[config.mk]
export PLATFORM = sky130hd
export DESIGN_NAME = eye_scan_estimator
export DESIGN_NICKNAME = d
export VERILOG_FILES = /design/src/rtl/eye_scan_estimator.sv
export SDC_FILE = /design/constraint.sdc
export NUM_CORES = 1
export LEC_CHECK = 0
export ABC_AREA = 0
export CAP_MARGIN = 30
export CORE_UTILIZATION = 45
export CTS_CLUSTER_SIZE = 8
export DETAILED_ROUTE_END_ITERATION = 8
export DONT_BUFFER_PORTS = 1
export PLACE_DENSITY = 0.68
export SLEW_MARGIN = 20
export SYNTH_ARGS = -nofsm -noshare
export SYNTH_HDL_FRONTEND = slang
export SYNTH_SLANG_ARGS = --single-unit
export TNS_END_PERCENT = 5
[constraint.sdc]
create_clock -name clock -period 7.6 [get_ports clock]
set_input_delay 1.52 -clock clock [delete_from_list [all_inputs] [get_ports clock]]
set_output_delay 1.52 -clock clock [all_outputs]
set_load 0.02 [all_outputs]
[src/rtl/eye_scan_estimator.sv]
// Eye-scan channel estimator: sweeps sampling phases, measures the per-phase eye
// opening as min |sample| over a window, then hill-climbs one TX equaliser coefficient.
module eye_scan_estimator #(
  parameter int DATA_W     = 10,
  parameter int NUM_PHASES = 8,
  parameter int WINDOW     = 256,
  parameter int COEF_W     = 6,
  parameter int COEF_INIT  = 0,
  parameter int STEP       = 1
) (
  input  logic                          clock,
  input  logic                          reset,
  input  logic                          enable,
  input  logic                          sample_valid,
  input  logic [DATA_W-1:0]             sample,
  output logic [$clog2(NUM_PHASES)-1:0] phase_sel,
  output logic [DATA_W-2:0]             opening,
  output logic                          opening_valid,
  output logic [$clog2(NUM_PHASES)-1:0] best_phase,
  output logic [COEF_W-1:0]             coef,
  output logic                          coef_valid,
  output logic                          busy,
  output logic                          locked
);

  localparam int PH_W  = $clog2(NUM_PHASES);
  localparam int CNT_W = $clog2(WINDOW + 1);
  localparam int OP_W  = DATA_W - 1;
  localparam int SUM_W = COEF_W + 2;

  localparam logic [PH_W-1:0]         LAST_PH = PH_W'(NUM_PHASES - 1);
  localparam logic [CNT_W-1:0]        LAST_S  = CNT_W'(WINDOW - 1);
  localparam logic signed [SUM_W-1:0] C_MAX   = SUM_W'((1 << (COEF_W - 1)) - 1);
  localparam logic signed [SUM_W-1:0] C_MIN   = SUM_W'(-(1 << (COEF_W - 1)));
  localparam logic signed [SUM_W-1:0] STEP_S  = SUM_W'(STEP);

  typedef enum logic [2:0] {
    S_IDLE,
    S_SCAN,
    S_EVAL,
    S_UPDATE,
    S_LOCKED
  } state_t;

  state_t              state_q, state_d;
  logic [CNT_W-1:0]    cnt_q, cnt_d;
  logic [PH_W-1:0]     phase_q, phase_d;
  logic [OP_W-1:0]     min_q, min_d;
  logic [OP_W-1:0]     max_q, max_d;
  logic [PH_W-1:0]     idx_q, idx_d;
  logic [OP_W-1:0]     opening_q, opening_d;
  logic                open_vld_q, open_vld_d;
  logic [PH_W-1:0]     best_phase_q, best_phase_d;
  logic [COEF_W-1:0]   coef_q, coef_d;
  logic                coef_vld_q, coef_vld_d;
  logic [OP_W-1:0]     prev_q, prev_d;
  logic                dir_q, dir_d;      // 1 = step up
  logic [1:0]          rev_q, rev_d;

  logic [DATA_W-1:0]       neg;
  logic [OP_W-1:0]         mag;
  logic [OP_W-1:0]         new_min;
  logic signed [SUM_W-1:0] sum;

  // |sample|; only the most negative code overflows, and it shows up as a set MSB after negation
  always_comb begin
    neg = -sample;
    mag = sample[OP_W-1:0];
    if (sample[DATA_W-1]) mag = neg[DATA_W-1] ? '1 : neg[OP_W-1:0];
    new_min = (mag < min_q) ? mag : min_q;
  end

  always_comb begin
    state_d      = state_q;
    cnt_d        = cnt_q;
    phase_d      = phase_q;
    min_d        = min_q;
    max_d        = max_q;
    idx_d        = idx_q;
    opening_d    = opening_q;
    open_vld_d   = 1'b0;
    best_phase_d = best_phase_q;
    coef_d       = coef_q;
    coef_vld_d   = 1'b0;
    prev_d       = prev_q;
    dir_d        = dir_q;
    rev_d        = rev_q;
    sum          = '0;

    if (!enable) begin
      state_d = S_IDLE;
    end else begin
      case (state_q)
        S_IDLE: begin
          state_d = S_SCAN;
          cnt_d   = '0;
          phase_d = '0;
          min_d   = '1;
        end
        S_SCAN: begin
          if (sample_valid) begin
            if (cnt_q == LAST_S) begin
              cnt_d      = '0;
              min_d      = '1;
              opening_d  = new_min;
              open_vld_d = 1'b1;
              // strict compare keeps the lowest index on ties; phase 0 seeds the max
              if (phase_q == '0 || new_min > max_q) begin
                max_d = new_min;
                idx_d = phase_q;
              end
              if (phase_q == LAST_PH) begin
                phase_d = '0;
                state_d = S_EVAL;
              end else begin
                phase_d = phase_q + 1'b1;
              end
            end else begin
              cnt_d = cnt_q + 1'b1;
              min_d = new_min;
            end
          end
        end
        S_EVAL: begin
          best_phase_d = idx_q;
          state_d      = S_UPDATE;
        end
        S_UPDATE: begin
          if (max_q < prev_q) begin
            dir_d = ~dir_q;
            rev_d = (rev_q == 2'd3) ? rev_q : rev_q + 1'b1;
          end else begin
            rev_d = '0;
          end
          sum = {{2{coef_q[COEF_W-1]}}, coef_q} + (dir_d ? STEP_S : -STEP_S);
          if (sum > C_MAX)      coef_d = C_MAX[COEF_W-1:0];
          else if (sum < C_MIN) coef_d = C_MIN[COEF_W-1:0];
          else                  coef_d = sum[COEF_W-1:0];
          coef_vld_d = 1'b1;
          prev_d     = max_q;
          state_d    = (rev_d >= 2'd2) ? S_LOCKED : S_SCAN;
        end
        S_LOCKED: state_d = S_LOCKED;
        default:  state_d = S_IDLE;
      endcase
    end
  end

  always_ff @(posedge clock or negedge reset) begin
    if (!reset) begin
      state_q      <= S_IDLE;
      cnt_q        <= '0;
      phase_q      <= '0;
      min_q        <= '1;
      max_q        <= '0;
      idx_q        <= '0;
      opening_q    <= '0;
      open_vld_q   <= 1'b0;
      best_phase_q <= '0;
      coef_q       <= COEF_W'(COEF_INIT);
      coef_vld_q   <= 1'b0;
      prev_q       <= '0;
      dir_q        <= 1'b1;
      rev_q        <= '0;
    end else begin
      state_q      <= state_d;
      cnt_q        <= cnt_d;
      phase_q      <= phase_d;
      min_q        <= min_d;
      max_q        <= max_d;
      idx_q        <= idx_d;
      opening_q    <= opening_d;
      open_vld_q   <= open_vld_d;
      best_phase_q <= best_phase_d;
      coef_q       <= coef_d;
      coef_vld_q   <= coef_vld_d;
      prev_q       <= prev_d;
      dir_q        <= dir_d;
      rev_q        <= rev_d;
    end
  end

  assign phase_sel     = phase_q;
  assign opening       = opening_q;
  assign opening_valid = open_vld_q;
  assign best_phase    = best_phase_q;
  assign coef          = coef_q;
  assign coef_valid    = coef_vld_q;
  assign busy          = (state_q == S_SCAN) || (state_q == S_EVAL) || (state_q == S_UPDATE);
  assign locked        = (state_q == S_LOCKED);

endmodule
### Yosys cells after proc, flatten, opt, wreduce, memory -nomap -nowiden

Index checks and enable logic that the tools add are counted.

| operators by class | value |
|---|---|
| $add $sub $neg | 5 |
| mux-type cells | 35 |
| bitwise gates (word level) | 1 |
| order comparisons | 6 |
| equality and inequality tests | 12 |
| reduce and logical (&&, ||, !) cells | 13 |

Operators by type and width:

| operator | number |
|---|---|
| $mux W9 | 7 |
| $pmux W9 S2 | 2 |
| $mux W3 | 8 |
| $lt A9 B9 Y1 | 2 |
| $pmux W3 S5 | 1 |
| $mux W6 | 2 |
| $neg A10 Y10 | 1 |
| $add A9 B1 Y9 const B | 1 |
| $eq A9 B8 Y1 const B | 1 |
| $gt A9 B9 Y1 | 1 |
| $mux W1 | 9 |
| $ne A3 B3 Y1 const B | 3 |
| $add A8 B8 Y8 | 1 |
| $gt A8 B6 Y1 const B | 1 |
| $lt A8 B6 Y1 const B | 1 |
| $mux W2 | 4 |
| $mux W8 | 1 |
| $reduce_and A4 Y1 | 2 |
| $eq A3 B2 Y1 const B | 2 |
| $eq A3 B3 Y1 const B | 2 |
| $logic_not A3 Y1 | 2 |
| $pmux W3 S2 | 1 |
| $reduce_and A3 Y1 | 2 |
| $reduce_and A5 Y1 | 1 |
| other kinds (10) | 14 |

| storage, ports and cells | value |
|---|---|
| bits in registers | 68 |
| logic and storage cells | 86 |

### Depth between registers and ports, before layout

Gate-level depths: netlist of the first run.

| depth | value |
|---|---|
| depth after elaboration | 9 |
| gate-level depth with buffers | 21 |
| gate-level depth less buffers | 19 |

### Worst setup path before layout of the first run

No wires, ideal clock.

| timing | value |
|---|---|
| path type | input-to-reg |
| start point | input sample[5] |
| end point | register idx_q[2] |
| path buffers | 2 |
| cell stages on the path | 20 |
| library setup time | 0.125 ns |
| slack | 1.753 ns |
| data arrival time | 5.722 ns |
| cells stage by stage | nor4_4 nor3b_4 nand2_1 a21oi_1 nor2_1 ha_1 a21oi_1 nand2_1 a2111o_1 buf_6 mux2_4 ha_1 nor2b_1 o21a_1 o21a_1 o21ai_0 a211oi_1 o311ai_1 buf_2 mux2_2 |

| between the ends | value |
|---|---|
| longest elaborated chain between the ends | 8 |

Ends and longest elaborated chain:

| what | line | RTL |
|---|---|---|
| start: declaration | 15 | `input logic [DATA_W-1:0] sample,` |
| $neg A10 Y10 | 67 | `neg = -sample;` |
| $mux W9 | 69 | `if (sample[DATA_W-1]) mag = neg[DATA_W-1] ? '1 : neg[OP_W-1:0];` |
| $mux W9 * | 69 |  |
| $lt A9 B9 Y1 | 70 | `new_min = (mag < min_q) ? mag : min_q;` |
| $mux W9 * | 70 |  |
| via new_min[1] | 62 | `logic [OP_W-1:0] new_min;` |
| $gt A9 B9 Y1 * | 108 | `if (phase_q == '0 \|\| new_min > max_q) begin` |
| $logic_or A1 B1 Y1 * | 108 |  |
| $reduce_and A5 Y1 (no line) * | n/a |  |
| end signal: assignment | 171 | `idx_q <= idx_d;` |
| end: declaration | 50 | `logic [PH_W-1:0] idx_q, idx_d;` |

The timed path passes the listed nets; every way through them passes the cells marked *.
A chain may end at the register's enable or synchronous reset.

### Final worst setup path of the first run

| timing | value |
|---|---|
| start point | input sample[5] |
| end point | register max_q[7] |

| between the ends | value |
|---|---|
| longest elaborated chain between the ends | 8 |

Ends and longest elaborated chain:

| what | line | RTL |
|---|---|---|
| $neg A10 Y10 | 67 |  |
| $mux W9 | 69 |  |
| $mux W9 * | 69 |  |
| $lt A9 B9 Y1 | 70 |  |
| $mux W9 * | 70 |  |
| via new_min[1] | 62 |  |
| $gt A9 B9 Y1 * | 108 |  |
| $logic_or A1 B1 Y1 * | 108 |  |
| $reduce_and A5 Y1 (no line) * | n/a |  |
| end signal: assignment | 170 | `max_q <= max_d;` |
| end: declaration | 49 | `logic [OP_W-1:0] max_q, max_d;` |

Marked as above.

==> results.md, run 1 <==
- Outcome: finished clean
- Most frequent cells in the layout: 58 x dfrtp_1, 38 x nand2_1, 35 x ha_1, 34 x inv_1
- Power density cells: 191.6 nW/µm²
- H-tree Lvls: 3
- Most common cell after layout, fill and taps aside: dfrtp_1
- Synth warn: 0
- Drt wl/cell: 14.72 µm
- Synth-to-layout area growth: 8.326%
- Fraction of registers with async set/reset: 1.000
- Critical Path Source Type: primary input
- Ports: 39
- Mapped cell area: 3983 µm²
- Inst Count DP: 488
- CTS resizes: 0
- Post-DRT Antenna Nets: 0
- Share of the synthesized area in the top cell type: 0.3644
- Placed cell area: 4093 µm²
- Tmin final: 6.038 ns
- Crit path required time: 7.82 ns
- Max Clock Skew: 0.01731 ns
- Sequential share of the synthesized area: 0.4304
- Number of flops mapped to enable cells by yosys: 0
- Worst-Skew Late Latency: 0.35 ns
- FP Rows: 33
- Synth Area per Inst: 10.24 µm²
- Worst hold slack: 0.4871 ns
- Final Hold Viols: 0
- Gr ovfl total: 0
- CTS Sinks: 68
- CTS Hold Bufs: 0
- Crit path DAT: 6.26 ns
- Sequential share of power: 0.476
- Worst Max-Slew Pin Slew: 0.6278 ns
- RSZ-0062 raised after global routing: false
- Post-CTS Setup Inserts: 0
- Worst slew margin: 0.5789
- GRT Util Overall: 0.1794
- Synthesis-stage register bit count: 68
- Clk pwr share: 0.385
- Area contributors post-synth: dfrtp_1 36%, ha_1 11%, dfstp_2 6.6%
- Initial core utilization: 0.4751
- Crit end category: flip-flop
- Maximum VDD drop: 86.28 µV
- Gate power share: 0.139
- Switching power: 214.8 µW
- Starting DRT DRC Count: 84
- Final std cells w/o fill: 505
- Die Y-Extent: 96.08 µm
- First-pass GRT wire length: 12,600 µm
- TNS Setup: 0 ns
- CP max FO: 11
- Clock root cell: clkbuf_8
- Leakage: 2.173 nW
- MaxCap Viol Count: 0
- Largest stage delay on the critical path: 0.64 ns
- TritonRoute pass-1 iters: 4
- Nets: 445
- Mapped Cells: 389
- Post-route cell area: 4314 µm²
- Critical path, cell by cell: nor4_4 -> nor3b_4 -> nand3_4 -> o21ai_0 -> ha_1 -> a21oi_1 -> a21oi_1 -> a2111o_1 -> mux2_4 -> ha_1 -> nor2b_1 -> o21a_1 -> o21a_1 -> o21ai_0 -> a211oi_1 -> o311ai_2 -> buf_4 -> mux2_2
- Synth area leader: dfrtp_1
- Main synth FF type: dfrtp_1
- Final WL: 7436 µm
- Count of final max-slew check failures: 0
- Fraction of layout cells with a size suffix above 1: 0.1625
- Internal Power: 611.7 µW
- Slowest-stage cell, CP: a2111o_1
- Via Count: 2,821
- CTS max path bufs: 2
- Vias in the first global route: 2,760
- Synth unique cells: 56
- Hold WC Path Type: reg -> reg
- CTS tree: done
- I/O Buffers: 0
- Final period utilization: 0.7945
- Post-route DRC: 0
- CTS Buf Count: 9
- Setup Crit Path Kind: in -> reg
- Reg clk slew, reported paths: 0.07 ns
- Post-DP HPWL: 5489 µm
- Mapped Nets: 439
- DR vias/cell: 5.586
- Sw Ratio: 0.2599
- # setup viols final: 0
- Die X: 96.08 µm
- DIE AREA: 9230 µm²
- Fmax: 165.6 MHz
- GP Congestion: 0.8062
- Ant diodes: 0
- Initial antenna violation count: 0
- Core Region: 8382 µm²
- Largest net degree at the start of global routing: 69
[synthesized netlist by cell type (7+ instances only)]
library cell,n
a21o_1,8
ha_1,35
o22a_1,9
dfstp_2,10
nand3_1,7
inv_1,34
mux2_2,21
dfrtp_1,58
a21oi_1,25
nor2_1,25
o21ai_0,19
xor2_1,8
nand4_1,9
nand2_1,38
mux2_4,8
[final timing paths]
check | startpoint | endpoint | slack, ns | depth (start not counted)
setup / recovery | sample[5] | max_q[7]$_DFFE_PN0P_ | 1.56 | 18
hold / removal | prev_q[0]$_DFFE_PN0P_ | prev_q[0]$_DFFE_PN0P_ | 0.49 | 2
setup reg to reg | min_q[2]$_DFFE_PN1P_ | max_q[7]$_DFFE_PN0P_ | 3.07 | 16
hold reg to reg | prev_q[0]$_DFFE_PN0P_ | prev_q[0]$_DFFE_PN0P_ | 0.49 | 2
max in group asynchronous | reset | min_q[1]$_DFFE_PN1P_ | 6.51 | 0
min in group asynchronous | reset | opening[7]$_DFFE_PN0P_ | 0.86 | 0
[power by group through the flow]
stage | Clock, mW | Sequential, mW | Combinational (mW)
after global placement | 0 | 0.399 | 0.112
after detailed placement | 0 | 0.400 | 0.116
after floorplan | 0 | 0.396 | 0.0958
final | 0.318 | 0.393 | 0.115
after CTS | 0.324 | 0.393 | 0.117
after global routing | 0.343 | 0.396 | 0.132
[state kept, by name, indices dropped and copies added (netlist names)]
signal         flops
prev_q             9
opening_valid      1
min_q              9
cnt_q              9
rev_q              2
best_phase         3
max_q              9
dir_q              1
coef               6
opening            9
idx_q              3
coef_valid         1
state_q            3
phase_sel          3
[worst max-delay path: cells and delay by family]
family | cells | cell delay (ns)
mux | 2 | 0.75
simple gates | 4 | 0.91
compound gates | 9 | 2.18
fa+ha+maj | 2 | 0.62
buf+inv | 1 | 0.27
[area by class of cell]
cell class / count / area (µm²)
clock inverters: 3 / 45.04
clock buffers: 13 / 168.9
inverters: 36 / 135.1
fillers: 765 / 4068
well taps: 105 / 131.4
multi-input cells: 278 / 2105
flip-flops and latches: 68 / 1714
repair buffers: 2 / 15.01
[routing by layer]
metal  share of wire  wire length, µm  GRT usage  vias to the layer above
met5               0                0          0                        -
met4           0.012               90    0.05970                        0
met3           0.037              278    0.04976                       10
met2            0.47             3528     0.2955                       44
met1            0.48             3538     0.2269                     1379
li1                -                -          -                     1388
[cells by family after synthesis]
kind of cell	after synthesis	share of synthesized area
compound gates	89	0.1467
xor+xnor	11	0.02419
fa+ha+maj	36	0.1150
buf+inv	43	0.04304
flops	68	0.4304
mux	35	0.1052
simple gates	107	0.1354
[through the flow]
| stage | util | setup slack (ns) | total power [mW] |
|---|---|---|---|
| after floorplan | - | 1.753 | 0.4916 |
| after global placement | 0.4883 | 1.169 | 0.5117 |
| after detailed placement | 0.4883 | 0.9801 | 0.5160 |
| after CTS | 0.5138 | 1.356 | 0.8342 |
| after global routing | 0.5147 | 1.199 | 0.8698 |
| final | 0.5147 | 1.562 | 0.8266 |
No activity file was read; power rests on OpenSTA's default activity.
==> inputs of run 2 (changes only) <==
--- a/config.mk
+++ b/config.mk
@@ -11,7 +11,7 @@
 export CTS_CLUSTER_SIZE = 8
 export DETAILED_ROUTE_END_ITERATION = 8
 export DONT_BUFFER_PORTS = 1
-export PLACE_DENSITY = 0.68
+export PLACE_DENSITY = 0.7
 export SLEW_MARGIN = 20
 export SYNTH_ARGS = -nofsm -noshare
 export SYNTH_HDL_FRONTEND = slang
==> constraint.sdc (replaced) <==
create_clock -name clock -period 5.3 [get_ports clock]
set_input_delay 1.06 -clock clock [delete_from_list [all_inputs] [get_ports clock]]
set_output_delay 1.06 -clock clock [all_outputs]
set_load 0.02 [all_outputs]
==> results.md, run 2 (synthesis gave the netlist of run 1 again) <==
- RSZ-0062 raised after global routing: false
- Switching power: 318.8 µW
- Worst Max-Slew Pin Slew: 0.6516 ns
- Max Clock Skew: 0.01122 ns
- Initial antenna violation count: 0
- CTS Buf Count: 9
- # setup viols final: 0
- Inst Count DP: 494
- GP Congestion: 0.8585
- Nets: 450
- Crit end category: flip-flop
- Most common cell after layout, fill and taps aside: dfrtp_1
- Tmin final: 4.952 ns
- First-pass GRT wire length: 13,090 µm
- Largest stage delay on the critical path: 0.44 ns
- Sequential share of power: 0.474
- Outcome: finished clean
- Clock root cell: clkbuf_8
- Final std cells w/o fill: 510
- Fraction of layout cells with a size suffix above 1: 0.1753
- Slowest-stage cell, CP: a2111o_1
- Count of final max-slew check failures: 0
- CP max FO: 12
- Fillcell total: 742
- CTS Hold Bufs: 0
- Post-DP HPWL: 5599 µm
- H-tree Lvls: 3
- DIE AREA: 9230 µm²
- Ports: 39
- FP Rows: 33
- R2R setup slack: 1.34 ns
- Post-CTS Setup Inserts: 0
- MaxCap Viol Count: 0
- GRT Util Overall: 0.1864
- Die X: 96.08 µm
- Fmax: 201.9 MHz
- Worst-Skew Late Latency: 0.35 ns
- CTS max path bufs: 2
- Power density cells: 273.5 nW/µm²
- Final period utilization: 0.9344
- Crit path DAT: 5.18 ns
- CTS tree: done
- Clk pwr share: 0.379
- Hold WC Path Type: in -> async
- Crit path required time: 5.52 ns
- I/O Buffers: 0
- Initial core utilization: 0.4751
- Gr ovfl total: 0
- Maximum VDD drop: 96.77 µV
- Final WL: 7757 µm
- Gate power share: 0.147
- Post-route DRC: 0
- Core Region: 8382 µm²
- TritonRoute pass-1 iters: 4
- Vias in the first global route: 2,857
- Critical path, cell by cell: or2_2 -> nor3b_4 -> nand3_4 -> o21ai_0 -> ha_1 -> a21oi_1 -> a21oi_1 -> a2111o_1 -> buf_4 -> mux2_4 -> ha_1 -> o21a_1 -> o21a_1 -> o21ai_0 -> a211oi_1 -> o311ai_2 -> buf_4 -> mux2_2
- Critical Path Source Type: primary input
- Reg clk slew, reported paths: 0.08 ns
- Starting DRT DRC Count: 135
- Drt wl/cell: 15.21 µm
- Most frequent cells in the layout: 58 x dfrtp_1, 38 x nand2_1, 35 x ha_1, 34 x inv_1
- Sw Ratio: 0.2682
- Ant diodes: 0
- Die Y-Extent: 96.08 µm
- CTS Sinks: 68
- Leakage: 2.198 nW
- CTS resizes: 0
- Finished Core Util: 0.5187
- Worst slew margin: 0.5629
- TNS Setup: 0 ns
- Setup Crit Path Kind: in -> reg
- Via Count: 2,850
- Internal Power: 870.2 µW
- Largest net degree at the start of global routing: 69
- Final Hold Viols: 0
- DR vias/cell: 5.588
- Synth-to-layout area growth: 9.174%
- Post-DRT Antenna Nets: 0
- Overall power: 1.189 mW
==> run 2: final timing paths <==
check | startpoint | end | cells past startpoint
setup / recovery | sample[1] | max_q[5]$_DFFE_PN0P_ | 18
max in group asynchronous | reset | min_q[1]$_DFFE_PN1P_ | 0
hold reg to reg | prev_q[0]$_DFFE_PN0P_ | prev_q[0]$_DFFE_PN0P_ | 2
setup reg to reg | min_q[2]$_DFFE_PN1P_ | max_q[5]$_DFFE_PN0P_ | 16
hold / removal | reset | opening[7]$_DFFE_PN0P_ | 0
min in group clock | prev_q[0]$_DFFE_PN0P_ | prev_q[0]$_DFFE_PN0P_ | 2
==> run 2: area by class of cell <==
cell class                 instances  area (µm²)  share of cell area
tap                              105       131.4             0.03022
multi-input combinational        278        2105              0.4840
clock buffer                      11       151.4             0.03482
clock inverter                     5       58.81             0.01353
timing repair buffer               7       52.55             0.01209
inverter                          36       135.1             0.03108
sequential                        68        1714              0.3942
==> run 2: metal layers <==
metal / vias up / share of wire / GRT usage / wire [µm]
met5: - / 0 / 0 / 0
li1: 1403 / - / - / -
met4: 0 / 0.024 / 0.09701 / 183
met3: 14 / 0.040 / 0.04581 / 308
met2: 50 / 0.48 / 0.2985 / 3717
met1: 1383 / 0.46 / 0.2326 / 3548
==> run 2: critical path: cells and delay by family <==
kind            cells  cell delay [ns]
compound gates      9             1.63
simple gates        3             0.73
buf+inv             2             0.46
mux                 2             0.69
fa+ha+maj           2             0.61
==> run 2: per-stage QoR <==
stage | area (µm²) | hold slack, ns | setup WS, ns
2_1_floorplan | 3993 | 0.4509 | 0.02074
3_3_place_gp | 4138 | 0.4647 | 0.07210
3_5_place_dp | 4138 | 0.4811 | -0.009194
4_1_cts | 4348 | 0.3807 | 0.3509
5_1_grt | 4348 | 0.3812 | 0.05624
6_report | 4348 | 0.4044 | 0.3476
==> run 2: power by group through the flow <==
stage / Combinational (mW) / Clock, mW / Sequential (mW)
final: 0.174 / 0.451 / 0.564
after global routing: 0.195 / 0.484 / 0.567
after CTS: 0.174 / 0.464 / 0.564
after detailed placement: 0.173 / 0 / 0.574
after global placement: 0.166 / 0 / 0.573
after floorplan: 0.138 / 0 / 0.568
==> inputs of run 3 (changes only) <==
--- a/config.mk
+++ b/config.mk
@@ -8,6 +8,7 @@
 export ABC_AREA = 0
 export CAP_MARGIN = 30
 export CORE_UTILIZATION = 45
+export CTS_BUF_LIST = sky130_fd_sc_hd__clkbuf_4 sky130_fd_sc_hd__clkbuf_8 sky130_fd_sc_hd__clkbuf_16
 export CTS_CLUSTER_SIZE = 8
 export DETAILED_ROUTE_END_ITERATION = 8
 export DONT_BUFFER_PORTS = 1
==> results of run 3 <==
Same layout as run 2: the final DEF is identical, and so are final timing and power.
==> RTL change: new RTL, flow settings as in run 2 <==
Register the inputs `enable`, `sample_valid` and `sample` before use, with the module's reset. The logic sees them one clock later.
--- a/src/rtl/eye_scan_estimator.sv
+++ b/src/rtl/eye_scan_estimator.sv
@@ -44,2 +44,18 @@
 
+  logic enable_q;
+  logic sample_valid_q;
+  logic [DATA_W-1:0] sample_q;
+
+  always_ff @(posedge clock or negedge reset) begin
+    if (!reset) begin
+      enable_q       <= '0;
+      sample_valid_q <= '0;
+      sample_q       <= '0;
+    end else begin
+      enable_q       <= enable;
+      sample_valid_q <= sample_valid;
+      sample_q       <= sample;
+    end
+  end
+
   state_t              state_q, state_d;
@@ -66,5 +82,5 @@
   always_comb begin
-    neg = -sample;
-    mag = sample[OP_W-1:0];
-    if (sample[DATA_W-1]) mag = neg[DATA_W-1] ? '1 : neg[OP_W-1:0];
+    neg = -sample_q;
+    mag = sample_q[OP_W-1:0];
+    if (sample_q[DATA_W-1]) mag = neg[DATA_W-1] ? '1 : neg[OP_W-1:0];
     new_min = (mag < min_q) ? mag : min_q;
@@ -89,3 +105,3 @@
 
-    if (!enable) begin
+    if (!enable_q) begin
       state_d = S_IDLE;
@@ -100,3 +116,3 @@
         S_SCAN: begin
-          if (sample_valid) begin
+          if (sample_valid_q) begin
             if (cnt_q == LAST_S) begin
Check against the original RTL: not equivalent (a bounded check fails within 4 cycles, from zero or initial values and one cycle with reset low).
==> RTL change against run 2 <==
- setup slack better by 50 ps
- sequential power up 14%
- wire length increased by 7.5%
- sequential cell count increased by 12
- sequential share of layout area up 4.2 points
- synthesized area is 7.3% higher
- critical path depth is 1 lower
- design area rose by 6.1%
- hold slack got worse by 30 ps
- power up 1.1%
- core utilization decreased by 1.9 points
- largest power group unchanged
==> RTL change: results (changes against run 2) <==
* Total met2 wirelength after detailed routing at 4180 µm (was 3720 µm)
* Met1 track demand over resource at 23.0% (was 23.3%)
* Met3 Resource Use GR at 4.08% (was 4.58%)
* Detailed Route Iter0 Violations at 119 (was 135)
* Layout Nets at 485 (was 450)
* Portion of the clock cycle consumed by the worst path in the final layout at 92.5% (was 93.4%)
* Compound-cell area share of the yosys netlist at 16.5% (was 14.7%)
* XOR/XNOR Fraction of Synth Area at 2.46% (was 2.42%)
* PwrDens at 261 mW/mm² (was 273 mW/mm²)
* Multiplexer area fraction after synthesis at 4.13% (was 10.5%)
* Post-DP HPWL at 6280 µm (was 5600 µm)
* Total cell area at the placement stage at 0.00443 mm² (was 0.00414 mm²)
* Dominant combinational cell family by area after synthesis: compound AO/OA/AOI/OAI gates (unchanged)
* Weighted congestion at the end of routability-driven global placement at 0.906 (was 0.859)
* Leakage Power at 2.13 nW (was 2.20 nW)
* Global-route met2 utilization at 31.7% (was 29.8%)
* Commonest cells in the netlist: sky130_fd_sc_hd__dfrtp_1, sky130_fd_sc_hd__nand2_1, sky130_fd_sc_hd__inv_1 (was sky130_fd_sc_hd__dfrtp_1, sky130_fd_sc_hd__nand2_1, sky130_fd_sc_hd__ha_1)
* Router iterations before antenna repair at 6 (was 4)
* Worst Path Max Fanout at 10 (was 12)
* Internal power at 0.866 mW (was 0.870 mW)
* Cells after DPL at 553 (was 494)
* Number of global-route vias before repair at 3140 (was 2857)
* Kind of cell adding the most delay to the critical path: simple AND/OR/NAND/NOR gates (was compound AO/OA/AOI/OAI gates)
* Detailed-routing wirelength on met1 at 3740 µm (was 3550 µm)
* Data arrival time of the critical path at 5140 ps (was 5180 ps)
* Post-synthesis sequential area ratio at 47.1% (was 43.0%)
* Count of mapped cells out of synthesis at 428 (was 389)
* Net Count, Synth at 478 (was 439)
* Clock latency at the later pin of the worst-skew pair at 370 ps (was 350 ps)
* Detailed Route WL at 8340 µm (was 7760 µm)
* Number of buffers on the longest clock path at 2 (unchanged)
* Met3 Wirelength at 302 µm (was 308 µm)
* Number of fillers in the final layout at 844 (was 742)
* Share of final-layout standard cells stronger than drive strength 1 at 9.32% (was 17.5%)
* Worst clock skew at 22.3 ps (was 11.2 ps)
* Detailed-route vias per instance at 5.38 (was 5.59)
* Result of the run: completed (unchanged)
* Clock Pin Slew Worst Setup and Hold Paths at 100 ps (was 80 ps)
* Worst setup slack after placement at 130 ps (was -9.19 ps)
* Logic gate share of total power at 11.3% (was 14.7%)
* Maximum number of pins on one net before global-route repair at 81 (was 69)
* Top cells by area, synth: sky130_fd_sc_hd__dfrtp_1, sky130_fd_sc_hd__ha_1, sky130_fd_sc_hd__dfstp_2 (unchanged)
* Synth Area in Adders at 10.7% (was 11.5%)
* Max VDD drop at 144 µV (was 96.8 µV)
* Post CTS Setup Buffer Count at 0 (unchanged)
* Number of unique standard cell types used by synthesis at 55 (was 56)
* Peak per-stage delay on the critical path at 420 ps (was 440 ps)
* Total track usage at 18.6% (about the same)
* Wire length of the first global-routing pass at 14400 µm (was 13100 µm)
## RTL change: final timing paths
path	from	endpoint	slack [ps]	cells past startpoint
max in group asynchronous	reset	min_q[0]	4710	0
min reg2reg	prev_q[0]	prev_q[0]	490	2
min	reset	coef[4]	370	0
min in group clock	prev_q[0]	prev_q[0]	490	2
max reg2reg	sample_q[5]	max_q[8]	400	17
max	sample_q[5]	max_q[8]	400	17
## RTL change: worst reg2reg max path, cell delays in order (launching register included)
cell	delay (ps)
sky130_fd_sc_hd__dfrtp_1	420
sky130_fd_sc_hd__or3_1	410
sky130_fd_sc_hd__or3_1	360
sky130_fd_sc_hd__a22oi_1	340
sky130_fd_sc_hd__inv_1	100
sky130_fd_sc_hd__ha_1	310
sky130_fd_sc_hd__nand4_1	130
sky130_fd_sc_hd__nor3_1	260
sky130_fd_sc_hd__a21boi_2	290
sky130_fd_sc_hd__or2_4	250
sky130_fd_sc_hd__mux2i_1	330
sky130_fd_sc_hd__inv_1	90
sky130_fd_sc_hd__ha_1	190
sky130_fd_sc_hd__a211oi_1	220
sky130_fd_sc_hd__o21ai_0	120
sky130_fd_sc_hd__a2111o_1	380
sky130_fd_sc_hd__and3_2	270
sky130_fd_sc_hd__mux2_2	290
## RTL change: cell type report
| type | count | area [µm²] | area share (%) |
|---|---|---|---|
| Clock buffer | 9 | 124 | 2.69 |
| Clock inverter | 7 | 58.8 | 1.27 |
| Inverter | 41 | 154 | 3.34 |
| Multi-Input combinational cell | 299 | 2070 | 44.9 |
| Sequential cell | 80 | 2010 | 43.7 |
| Tap cell | 129 | 161 | 3.50 |
| Timing Repair Buffer | 4 | 30.0 | 0.651 |
